===== src/rtl/systolic_mult_arbiter_if.sv =====
// -----------------------------------------------------------------------------
// systolic_mult_arbiter_if
// Bundle of every signal between the systolic_mult_arbiter, the PE array and
// the shared sequential `mult` unit.
//   PE side   : req, opa_bus, opb_bus (to arbiter); grant, done, result,
//               arb_busy, timeout_err (from arbiter)
//   mult side : mult_start, mult_a, mult_b (from arbiter);
//               mult_busy, mult_product (to arbiter)
// Modports:
//   slave  - the arbiter's view
//   master - the environment's view (PE array plus `mult`)
// -----------------------------------------------------------------------------
interface systolic_mult_arbiter_if #(
    parameter int WORDLENGTH = 16,
    parameter int NUM_PE     = 8
);
    logic [NUM_PE-1:0]            req;
    logic [NUM_PE*WORDLENGTH-1:0] opa_bus;
    logic [NUM_PE*WORDLENGTH-1:0] opb_bus;
    logic [NUM_PE-1:0]            grant;
    logic [NUM_PE-1:0]            done;
    logic [WORDLENGTH-1:0]        result;
    logic                         arb_busy;
    logic                         timeout_err;
    logic                         mult_start;
    logic [WORDLENGTH-1:0]        mult_a;
    logic [WORDLENGTH-1:0]        mult_b;
    logic                         mult_busy;
    logic [WORDLENGTH-1:0]        mult_product;

    modport slave (
        input  req, opa_bus, opb_bus, mult_busy, mult_product,
        output grant, done, result, arb_busy, timeout_err,
               mult_start, mult_a, mult_b
    );

    modport master (
        output req, opa_bus, opb_bus, mult_busy, mult_product,
        input  grant, done, result, arb_busy, timeout_err,
               mult_start, mult_a, mult_b
    );
endinterface


===== src/rtl/systolic_mult_arbiter.sv =====
// -----------------------------------------------------------------------------
// systolic_mult_arbiter
// Round-robin arbiter/sequencer sharing one sequential `mult` unit among
// NUM_PE processing elements. Each grant latches the winner's operands,
// pulses mult_start, waits for mult_busy to rise and fall, then returns the
// product to the granted PE with a one-cycle done pulse.
// Ports:
//   clk30x - system clock, all state on the rising edge
//   reset  - asynchronous active-low reset
//   bus    - systolic_mult_arbiter_if.slave (PE request/grant/done/result,
//            arb_busy, timeout_err, and the mult start/busy handshake)
// Optional build macro:
//   MULT_ARB_TIMEOUT_EN - adds a watchdog; after TIMEOUT_CYCLES cycles in
//   WAIT_BUSY/WAIT_DONE the operation ends with result 0, done and
//   timeout_err pulsing together. Without it timeout_err is constant 0.
// -----------------------------------------------------------------------------
module systolic_mult_arbiter #(
    parameter int WORDLENGTH     = 16,
    parameter int NUM_PE         = 8,
    parameter int IDX_W          = 3,
    parameter int TIMEOUT_CYCLES = 64
) (
    input  logic                    clk30x,
    input  logic                    reset,
    systolic_mult_arbiter_if.slave  bus
);

    typedef enum logic [2:0] {
        S_IDLE,
        S_START,
        S_WAIT_BUSY,
        S_WAIT_DONE,
        S_DONE
    } state_t;

    localparam logic [IDX_W-1:0] LAST_IDX = IDX_W'(NUM_PE - 1);

    state_t                state_q;
    logic [IDX_W-1:0]      rr_ptr_q;
    logic [IDX_W-1:0]      grant_idx_q;
    logic [NUM_PE-1:0]     grant_q;
    logic [NUM_PE-1:0]     done_q;
    logic [WORDLENGTH-1:0] result_q;
    logic [WORDLENGTH-1:0] mult_a_q;
    logic [WORDLENGTH-1:0] mult_b_q;
    logic                  mult_start_q;

    logic                  sel_found_d;
    logic [IDX_W-1:0]      sel_idx_d;
    logic [NUM_PE-1:0]     sel_onehot_d;
    logic [WORDLENGTH-1:0] sel_a_d;
    logic [WORDLENGTH-1:0] sel_b_d;
    logic [IDX_W-1:0]      rr_ptr_d;

`ifdef MULT_ARB_TIMEOUT_EN
    localparam int CNT_W = $clog2(TIMEOUT_CYCLES + 1);
    localparam logic [CNT_W-1:0] CNT_LAST = CNT_W'(TIMEOUT_CYCLES - 1);
    logic [CNT_W-1:0]      tmo_cnt_q;
    logic                  timeout_err_q;
`endif

    // Round-robin pick: scan from the far end back toward rr_ptr so the
    // requester closest to rr_ptr is the last (winning) assignment. Only
    // indices below NUM_PE are ever produced.
    always_comb begin
        int j;
        j           = 0;
        sel_found_d = 1'b0;
        sel_idx_d   = '0;
        for (int k = NUM_PE - 1; k >= 0; k--) begin
            j = int'(rr_ptr_q) + k;
            if (j >= NUM_PE) j = j - NUM_PE;
            if (bus.req[j]) begin
                sel_found_d = 1'b1;
                sel_idx_d   = IDX_W'(j);
            end
        end
        sel_onehot_d            = '0;
        sel_onehot_d[sel_idx_d] = 1'b1;
        sel_a_d = bus.opa_bus[sel_idx_d*WORDLENGTH +: WORDLENGTH];
        sel_b_d = bus.opb_bus[sel_idx_d*WORDLENGTH +: WORDLENGTH];
        rr_ptr_d = (grant_idx_q == LAST_IDX) ? '0 : grant_idx_q + IDX_W'(1);
    end

    // done, mult_start and timeout_err default low each cycle so every one
    // of them is a single-cycle pulse set by the transition that needs it.
    always_ff @(posedge clk30x or negedge reset) begin
        if (!reset) begin
            state_q       <= S_IDLE;
            rr_ptr_q      <= '0;
            grant_idx_q   <= '0;
            grant_q       <= '0;
            done_q        <= '0;
            result_q      <= '0;
            mult_a_q      <= '0;
            mult_b_q      <= '0;
            mult_start_q  <= 1'b0;
`ifdef MULT_ARB_TIMEOUT_EN
            tmo_cnt_q     <= '0;
            timeout_err_q <= 1'b0;
`endif
        end else begin
            done_q       <= '0;
            mult_start_q <= 1'b0;
`ifdef MULT_ARB_TIMEOUT_EN
            timeout_err_q <= 1'b0;
`endif
            case (state_q)
                S_IDLE: begin
                    if (sel_found_d) begin
                        mult_a_q     <= sel_a_d;
                        mult_b_q     <= sel_b_d;
                        grant_q      <= sel_onehot_d;
                        grant_idx_q  <= sel_idx_d;
                        mult_start_q <= 1'b1;
                        state_q      <= S_START;
                    end
                end
                S_START: begin
`ifdef MULT_ARB_TIMEOUT_EN
                    tmo_cnt_q <= '0;
`endif
                    state_q <= S_WAIT_BUSY;
                end
                S_WAIT_BUSY: begin
                    if (bus.mult_busy) begin
                        state_q <= S_WAIT_DONE;
                    end
`ifdef MULT_ARB_TIMEOUT_EN
                    else if (tmo_cnt_q == CNT_LAST) begin
                        result_q      <= '0;
                        done_q        <= grant_q;
                        timeout_err_q <= 1'b1;
                        state_q       <= S_DONE;
                    end
                    tmo_cnt_q <= tmo_cnt_q + CNT_W'(1);
`endif
                end
                S_WAIT_DONE: begin
                    // A genuine completion wins over a same-cycle timeout.
                    if (!bus.mult_busy) begin
                        result_q <= bus.mult_product;
                        done_q   <= grant_q;
                        state_q  <= S_DONE;
                    end
`ifdef MULT_ARB_TIMEOUT_EN
                    else if (tmo_cnt_q == CNT_LAST) begin
                        result_q      <= '0;
                        done_q        <= grant_q;
                        timeout_err_q <= 1'b1;
                        state_q       <= S_DONE;
                    end
                    tmo_cnt_q <= tmo_cnt_q + CNT_W'(1);
`endif
                end
                S_DONE: begin
                    rr_ptr_q <= rr_ptr_d;
                    grant_q  <= '0;
                    state_q  <= S_IDLE;
                end
                default: state_q <= S_IDLE;
            endcase
        end
    end

    assign bus.grant      = grant_q;
    assign bus.done       = done_q;
    assign bus.result     = result_q;
    assign bus.mult_start = mult_start_q;
    assign bus.mult_a     = mult_a_q;
    assign bus.mult_b     = mult_b_q;
    assign bus.arb_busy   = (state_q != S_IDLE);
`ifdef MULT_ARB_TIMEOUT_EN
    assign bus.timeout_err = timeout_err_q;
`else
    assign bus.timeout_err = 1'b0;
`endif

endmodule


===== src/flat_wrapper.sv =====
// flat-port wrapper written by rule: the top's interface ports become plain ports
module systolic_mult_arbiter_flat 
#(
    parameter int WORDLENGTH     = 16,
    parameter int NUM_PE         = 8,
    parameter int IDX_W          = 3,
    parameter int TIMEOUT_CYCLES = 64
)
  (clk30x, reset, bus_req, bus_opa_bus, bus_opb_bus, bus_mult_busy, bus_mult_product, bus_grant, bus_done, bus_result, bus_arb_busy, bus_timeout_err, bus_mult_start, bus_mult_a, bus_mult_b);
  systolic_mult_arbiter_if #(.WORDLENGTH(WORDLENGTH), .NUM_PE(NUM_PE)) bus_i ();
  input  logic clk30x;
  input  logic reset;
  input wire logic [$bits(bus_i.req)-1:0] bus_req;
  input wire logic [$bits(bus_i.opa_bus)-1:0] bus_opa_bus;
  input wire logic [$bits(bus_i.opb_bus)-1:0] bus_opb_bus;
  input wire logic [$bits(bus_i.mult_busy)-1:0] bus_mult_busy;
  input wire logic [$bits(bus_i.mult_product)-1:0] bus_mult_product;
  output wire logic [$bits(bus_i.grant)-1:0] bus_grant;
  output wire logic [$bits(bus_i.done)-1:0] bus_done;
  output wire logic [$bits(bus_i.result)-1:0] bus_result;
  output wire logic [$bits(bus_i.arb_busy)-1:0] bus_arb_busy;
  output wire logic [$bits(bus_i.timeout_err)-1:0] bus_timeout_err;
  output wire logic [$bits(bus_i.mult_start)-1:0] bus_mult_start;
  output wire logic [$bits(bus_i.mult_a)-1:0] bus_mult_a;
  output wire logic [$bits(bus_i.mult_b)-1:0] bus_mult_b;
  assign bus_i.req = bus_req;
  assign bus_i.opa_bus = bus_opa_bus;
  assign bus_i.opb_bus = bus_opb_bus;
  assign bus_i.mult_busy = bus_mult_busy;
  assign bus_i.mult_product = bus_mult_product;
  assign bus_grant = bus_i.grant;
  assign bus_done = bus_i.done;
  assign bus_result = bus_i.result;
  assign bus_arb_busy = bus_i.arb_busy;
  assign bus_timeout_err = bus_i.timeout_err;
  assign bus_mult_start = bus_i.mult_start;
  assign bus_mult_a = bus_i.mult_a;
  assign bus_mult_b = bus_i.mult_b;
  systolic_mult_arbiter #(.WORDLENGTH(WORDLENGTH), .NUM_PE(NUM_PE), .IDX_W(IDX_W), .TIMEOUT_CYCLES(TIMEOUT_CYCLES)) u_core (.clk30x(clk30x), .reset(reset), .bus(bus_i));
endmodule

===== config.mk =====
export PLATFORM = sky130hd
export DESIGN_NAME = systolic_mult_arbiter_flat
export DESIGN_NICKNAME = d
export VERILOG_FILES = /design/src/rtl/systolic_mult_arbiter_if.sv /design/src/rtl/systolic_mult_arbiter.sv /design/src/flat_wrapper.sv
export SDC_FILE = /design/constraint.sdc
export NUM_CORES = 1
export LEC_CHECK = 0
export CAP_MARGIN = 30
export CELL_PAD_IN_SITES_DETAIL_PLACEMENT = 0
export CELL_PAD_IN_SITES_GLOBAL_PLACEMENT = 2
export CORE_UTILIZATION = 25
export DETAILED_ROUTE_END_ITERATION = 7
export PLACE_DENSITY = 0.86
export REMOVE_ABC_BUFFERS = 1
export SETUP_SLACK_MARGIN = 0.02
export SLEW_MARGIN = 20
export SYNTH_ARGS = -nofsm -noshare
export SYNTH_HDL_FRONTEND = slang
export SYNTH_SLANG_ARGS = --single-unit
export TNS_END_PERCENT = 30

===== constraint.sdc =====
create_clock -name clk30x -period 9.01 [get_ports clk30x]
set_input_delay 1.802 -clock clk30x [delete_from_list [all_inputs] [get_ports clk30x]]
set_output_delay 1.802 -clock clk30x [all_outputs]
set_load 0.05 [all_outputs]

# After elaboration in Yosys (flattened, before gate mapping)
# Index checks and enable logic that the tools add are counted.
# totals
reg_bits,74
input_bits,283
# classes
add_sub_neg,16
n_lt_le_gt_ge,18
n_eq_ne,8
shifts,2
muxes,61
bitwise,1
n_reduce_logical,8
# ops
op,count
$lt A32 B5 Y1 const B,8
$mux W32,8
$shiftx A128 B8 Y16,2
$ge A32 B5 Y1 const B,7
$sub A32 B5 Y32 const B,7
$mux W3,12
$mux W1,27
$bmux W1 S3,8
$mux W8,3
$add A3 B3 Y4 const B,4
$pmux W8 S2,1
$pmux W3 S4,1
$add A3 B2 Y4 const B,2
$eq A3 B2 Y1 const B,2
$eq A3 B3 Y1 const B,2
$reduce_and A2 Y1,3
$sub A3 B4 Y5 const B,1
$add A3 B1 Y4 const B,1
$ge A3 B4 Y1 const B,1
$lt A3 B4 Y1 const B,1
$ne A2 B2 Y1 const B,2
$add A3 B1 Y3 const B,1
$demux W1 S3,1
$eq A3 B1 Y1 const B,1
8 further kinds,8

# Logic depth before layout (Yosys ltp)
# logic_depth
depth_word,20
ltp_mapped,17
depth_no_buf,11

# Worst setup path before layout
# Ideal clock, no wire load.
# synth_path
kind,in2reg
startpoint,in bus_req[3]
endpoint,reg u_core.mult_a_q[10] (netlist: u_core.bus.mult_a[10])
setup_ns,0.141
arrival_ns,4.250
t_required_ns,8.869
path_slack_ns,4.619
path_stages,10
path_buffers,1
cell_sequence,mux4_2 a221o_1 o21a_1 a31oi_4 nor2_2 a21oi_4 buf_12 mux4_2 nand2_1 a31oi_1
# synth_between
elab_chain_cells,12
# synth_lines
item,line,rtl
start: declaration,flat_wrapper.sv:13,input wire logic [$bits(bus_i.req)-1:0] bus_req;
$bmux W1 S3,systolic_mult_arbiter.sv:73,if (bus.req[j]) begin
$mux W1 (not written as such) (2 in a row),systolic_mult_arbiter.sv:73,
$mux W3 / $mux W1 (equally long branches) (8 in a row),systolic_mult_arbiter.sv:73,
$shiftx A128 B8 Y16 / $reduce_and A2 Y1 (equally long branches),-,
end signal: assignment,systolic_mult_arbiter.sv:111,mult_a_q <= sel_a_d;
end: declaration,systolic_mult_arbiter.sv:44,logic [WORDLENGTH-1:0] mult_a_q;
# Several ways; a longest one is shown, not always the timed one. The select of a mux whose other input is x is not followed.
# A chain may end at the register's enable or synchronous reset.

# Final worst setup path
# layout_path
startpoint,in bus_req[2]
endpoint,reg u_core.mult_b_q[6] (netlist: u_core.bus.mult_b[6])
# layout_between
elab_chain_cells,12
# layout_lines
item,line,rtl
$bmux W1 S3,systolic_mult_arbiter.sv:73,
$mux W1 (not written as such) (2 in a row),systolic_mult_arbiter.sv:73,
$mux W3 / $mux W1 (equally long branches) (8 in a row),systolic_mult_arbiter.sv:73,
$shiftx A128 B8 Y16 / $reduce_and A2 Y1 (equally long branches),-,
end signal: assignment,systolic_mult_arbiter.sv:112,mult_b_q <= sel_b_d;
end: declaration,systolic_mult_arbiter.sv:45,logic [WORDLENGTH-1:0] mult_b_q;
# Several ways; a longest one is shown, not always the timed one. The select of a mux whose other input is x is not followed.

==> key figures <==
Logic synthesis
  – Cell Area, Synth: roughly 7300 um^2
  – #FFs+latches synth: 74
  – Post-synth EDFFs: 0
  – Most used DFF post-synth: dfrtp_1
  – Warnings, synthesis: 0
  – Syn avg cell area: 9.01 um^2
  – Sequential fraction of the synthesis area: about a quarter
  – Fraction of registers with async set/reset: 100%
  – Syn Inst Count: 816
  – Count of cell types in the netlist: 58

Global route
  – First-pass GRT wire length: 46,500 um
  – Vias in the first global route: 7,871
  – Total track usage: 19.8%
  – Largest net degree at the start of global routing: 81
  – Initial antenna violation count: 0
  – Overflow left after global routing: 0

CTS
  – # Post-CTS Setup Buffers: 0
  – Cts repair resizes: 0
  – H-tree depth: 3
  – Maximum clock path buffer count: 2
  – Reg clk slew, reported paths: 0.07 ns
  – Cts bufs inserted: 9
  – CTS tree: yes
  – Clk sinks: 74
  – Clock Latency Late Sink: 0.35 ns
  – CTS Root Buffer Type: clkbuf_16
  – Hold buffer count at cts: 0

Floorplanning
  – Initial core utilization: 25.5%
  – # IOs: 350
  – Total Die Area: 30,100 um^2
  – Die Wd: 173 um
  – Num rows: between 60 and 70
  – Die Span Y: 173 um
  – Core area: ~29,000 um^2

Setup path
  – Crit-path max FO: 35
  – Crit path DAT: about 5.9 ns
  – Crit-path leading delay family: buffers and inverters
  – R2R setup slack: 3.54 ns
  – Slowest stage delay, CP: approximately 0.65 ns
  – RR Endpoint: u_core.bus.mult_a[3]
  – Reg-to-reg startpoint: u_core.rr_ptr_q[0]
  – CP bufs+invs: 4
  – Kind of critical path: in -> reg
  – Crit. End Element: flop
  – Crit path cell chain: clkdlybuf4s50_1 > mux4_2 > a221o_1 > o21a_1 > a31oi_4 > buf_4 > nor2_4 > buf_4 > a21oi_4 > buf_4 > mux4_2 > nand2_1 > a31oi_1
  – Worst Reg-to-Reg Cells: 12
  – Crit-path most repeated cell: buf_4
  – WP depth: 13
  – Worst path slowest cell: mux4_2
  – Worst path required time: 9.22 ns
  – Crit path launch type: input pin

Drt
  – Post-DRT Antenna Nets: 0
  – Drt drc: 0
  – Total number of vias: 7,827
  – Iter 0 DRT Violations: 464
  – Post-Route WL: about 30,000 um
  – WL per Instance: 20.0 um
  – First-pass detailed-route iteration total: 5
  – Vias per std cell: 5.22

Power and ir drop
  – Worst vdd ir: 240 uV
  – Gate power share: between 80% and 90%
  – Net Sw Power: 2870 uW
  – LEAKAGE: 0.00436 uW
  – P per Cell Area: 460 nW/um^2
  – Sequential Power Share: 11.6%
  – Clock Power Share: 6.9%
  – Total power: roughly 5200 uW
  – Int Pwr: approximately 2400 uW
  – Sw frac: 54.7%

STA
  – Min cycle time layout: 5.72 ns
  – Upper clock frequency limit: 175 MHz
  – Max_slew headroom: just under 40%
  – Clk_skew: 0.0117 ns
  – Slew Viols, Final: 0
  – Final TNS setup: 0 ns
  – Slew @ Worst Pin: 0.911 ns
  – Final setup fails: 0
  – Final hold viol count: 0
  – Unrepaired setup endpoints after global routing: no
  – Tcrit/Tclk final: 63.5%

Outcome
  – Run status: finished clean

Finish
  – Number of diodes: 0
  – Layout area overhead: 55.2%
  – Share of cells above drive strength 1: 10.5%
  – Fillcell total: roughly 2,800
  – Layout net count: between 1,000 and 1,500

Min path
  – WHS Endpoint: u_core.bus.result[15]
  – Hold depth: 1
  – Min-delay worst type: reg -> reg
  – Min-delay src: u_core.bus.result[15]

Place
  – Port buffer count: 348
  – GPL Wtd Cong: between 0.8 and 0.9
  – HPWL Detailed: 21,500 um

Job
  – Max_cap viols: 0
[cell type report]
class / instances / area (um^2) / share of cell area, %
well taps: 384 / 480 / 4.21
clock buffers: 10 / 239 / 2.10
clock inverters: 6 / 48.8 / 0.428
flip-flops and latches: 74 / 1860 / 16.3
inverters: 4 / 15.0 / 0.132
repair buffers: 365 / 3650 / 32.0
multi-input cells: 656 / 5120 / 44.9
[placed cells by master (no fill, tap or decap), drive strengths merged, types with 4 or more instances in the layout]
cell type      synthesis  routed
nand3                 34      34
a31oi                 34      34
ha                     4       4
clkbuf                46      10
nor4                   6       6
o311ai                33      33
dfrtp                 74      74
buf                   36      18
mux2i                 43      43
a22oi                 37      37
a21oi                 12      12
a22o                   7       7
o21ai                 36      36
mux2                  25      25
and3                  32      32
a311oi                32      32
nand2                 78      78
mux4                  44      44
nor3                  11      11
inv                    4       6
nor2b                 66      66
clkdlybuf4s50          0     347
nor2                  49      49
nand2b                 4       4
and2                  43      43
[state kept, by name, indices dropped and copies added (netlist names)]
signal,flops
u_core.bus.done,8
u_core.bus.grant,8
u_core.bus.mult_a,16
u_core.bus.mult_b,16
u_core.bus.mult_start,1
u_core.bus.result,16
u_core.grant_idx_q,3
u_core.rr_ptr_q,3
u_core.state_q,3
[cell usage after synthesis (7+ instances only)]
library cell	number	share of area, %
mux2_2	25	3.8
nor3_1	10	0.68
buf_2	18	1.2
buf_4	8	0.82
mux2i_1	43	5.9
nor2b_1	66	5.6
mux4_2	40	12
clkbuf_1	46	2.3
and2_1	42	3.6
a22o_1	7	0.83
a21oi_1	11	0.75
nand3_1	34	2.3
a31oi_1	33	2.8
and3_1	32	2.7
nor2_1	48	2.5
a311oi_1	32	3.8
nand2_1	78	4.0
o21ai_0	35	2.4
o311ai_0	23	2.7
dfrtp_1	74	25
o311ai_1	10	1.2
a22oi_1	37	3.8
[layer usage]
layer / track usage [%] / share of wire (%) / wire, um
met1: 25.5 / 43 / 13000
met2: 34.3 / 49 / 14700
met3: 3.27 / 6.1 / 1820
met4: 5.24 / 1.5 / 436
met5: 0 / 0 / 0
[power by group through the flow]
stage / clock [uW] / combinational (uW) / sequential (uW)
after floorplan: 0 / 2510 / 1050
after global placement: 0 / 4260 / 613
after detailed placement: 0 / 4280 / 618
after CTS: 377 / 4280 / 613
after global routing: 389 / 4650 / 637
final: 364 / 4270 / 610
[worst max path at each step]
stage                       startpoint               endpoint
global route                bus_req[2]  u_core.bus.mult_b[10]
floorplan           u_core.rr_ptr_q[0]  u_core.bus.mult_a[10]
CTS                         bus_req[3]  u_core.bus.mult_b[10]
finish                      bus_req[2]   u_core.bus.mult_b[6]
global placement            bus_req[3]   u_core.bus.mult_a[4]
detailed placement          bus_req[3]   u_core.bus.mult_b[1]
[worst register-to-register path: cells and delay by family, from the launching register on]
| kind | cells | cell delay (ns) |
|---|---|---|
| fa+ha+maj | 1 | 0.74 |
| mux | 2 | 0.98 |
| compound gates | 5 | 1.66 |
| buf+inv | 3 | 1.16 |
| simple gates | 1 | 0.09 |
| flops | 1 | 0.73 |
[metrics by stage]
stage          area, um^2  cells  utilization, %  hold WS (ns)  worst slack (ns)
2_1_floorplan        6920    734               -         0.462             0.683
3_3_place_gp        11100   1481            38.4         0.488              2.40
3_5_place_dp        11100   1481            38.4         0.494              2.35
4_1_cts             11300   1497            39.4         0.508              2.72
5_1_grt             11400   1499            39.6         0.529              3.07
6_report            11400   1499            39.6         0.503              3.29
[kinds of logic (layout without fill, tap and decap cells)]
group	count (synthesis)	count (layout)	synth area share, %
and+or+nand+nor	328	328	23.4
AOI/OAI and AO/OA	208	208	20.9
muxes	112	112	23.4
buffers and inverters	86	385	6.08
DFF	74	74	25.2
adders and majority gates	4	4	0.681
xor gates and xnor gates	3	3	0.358
other	1	1	0.0510
Note: power is estimated with default switching activity, not from simulation.
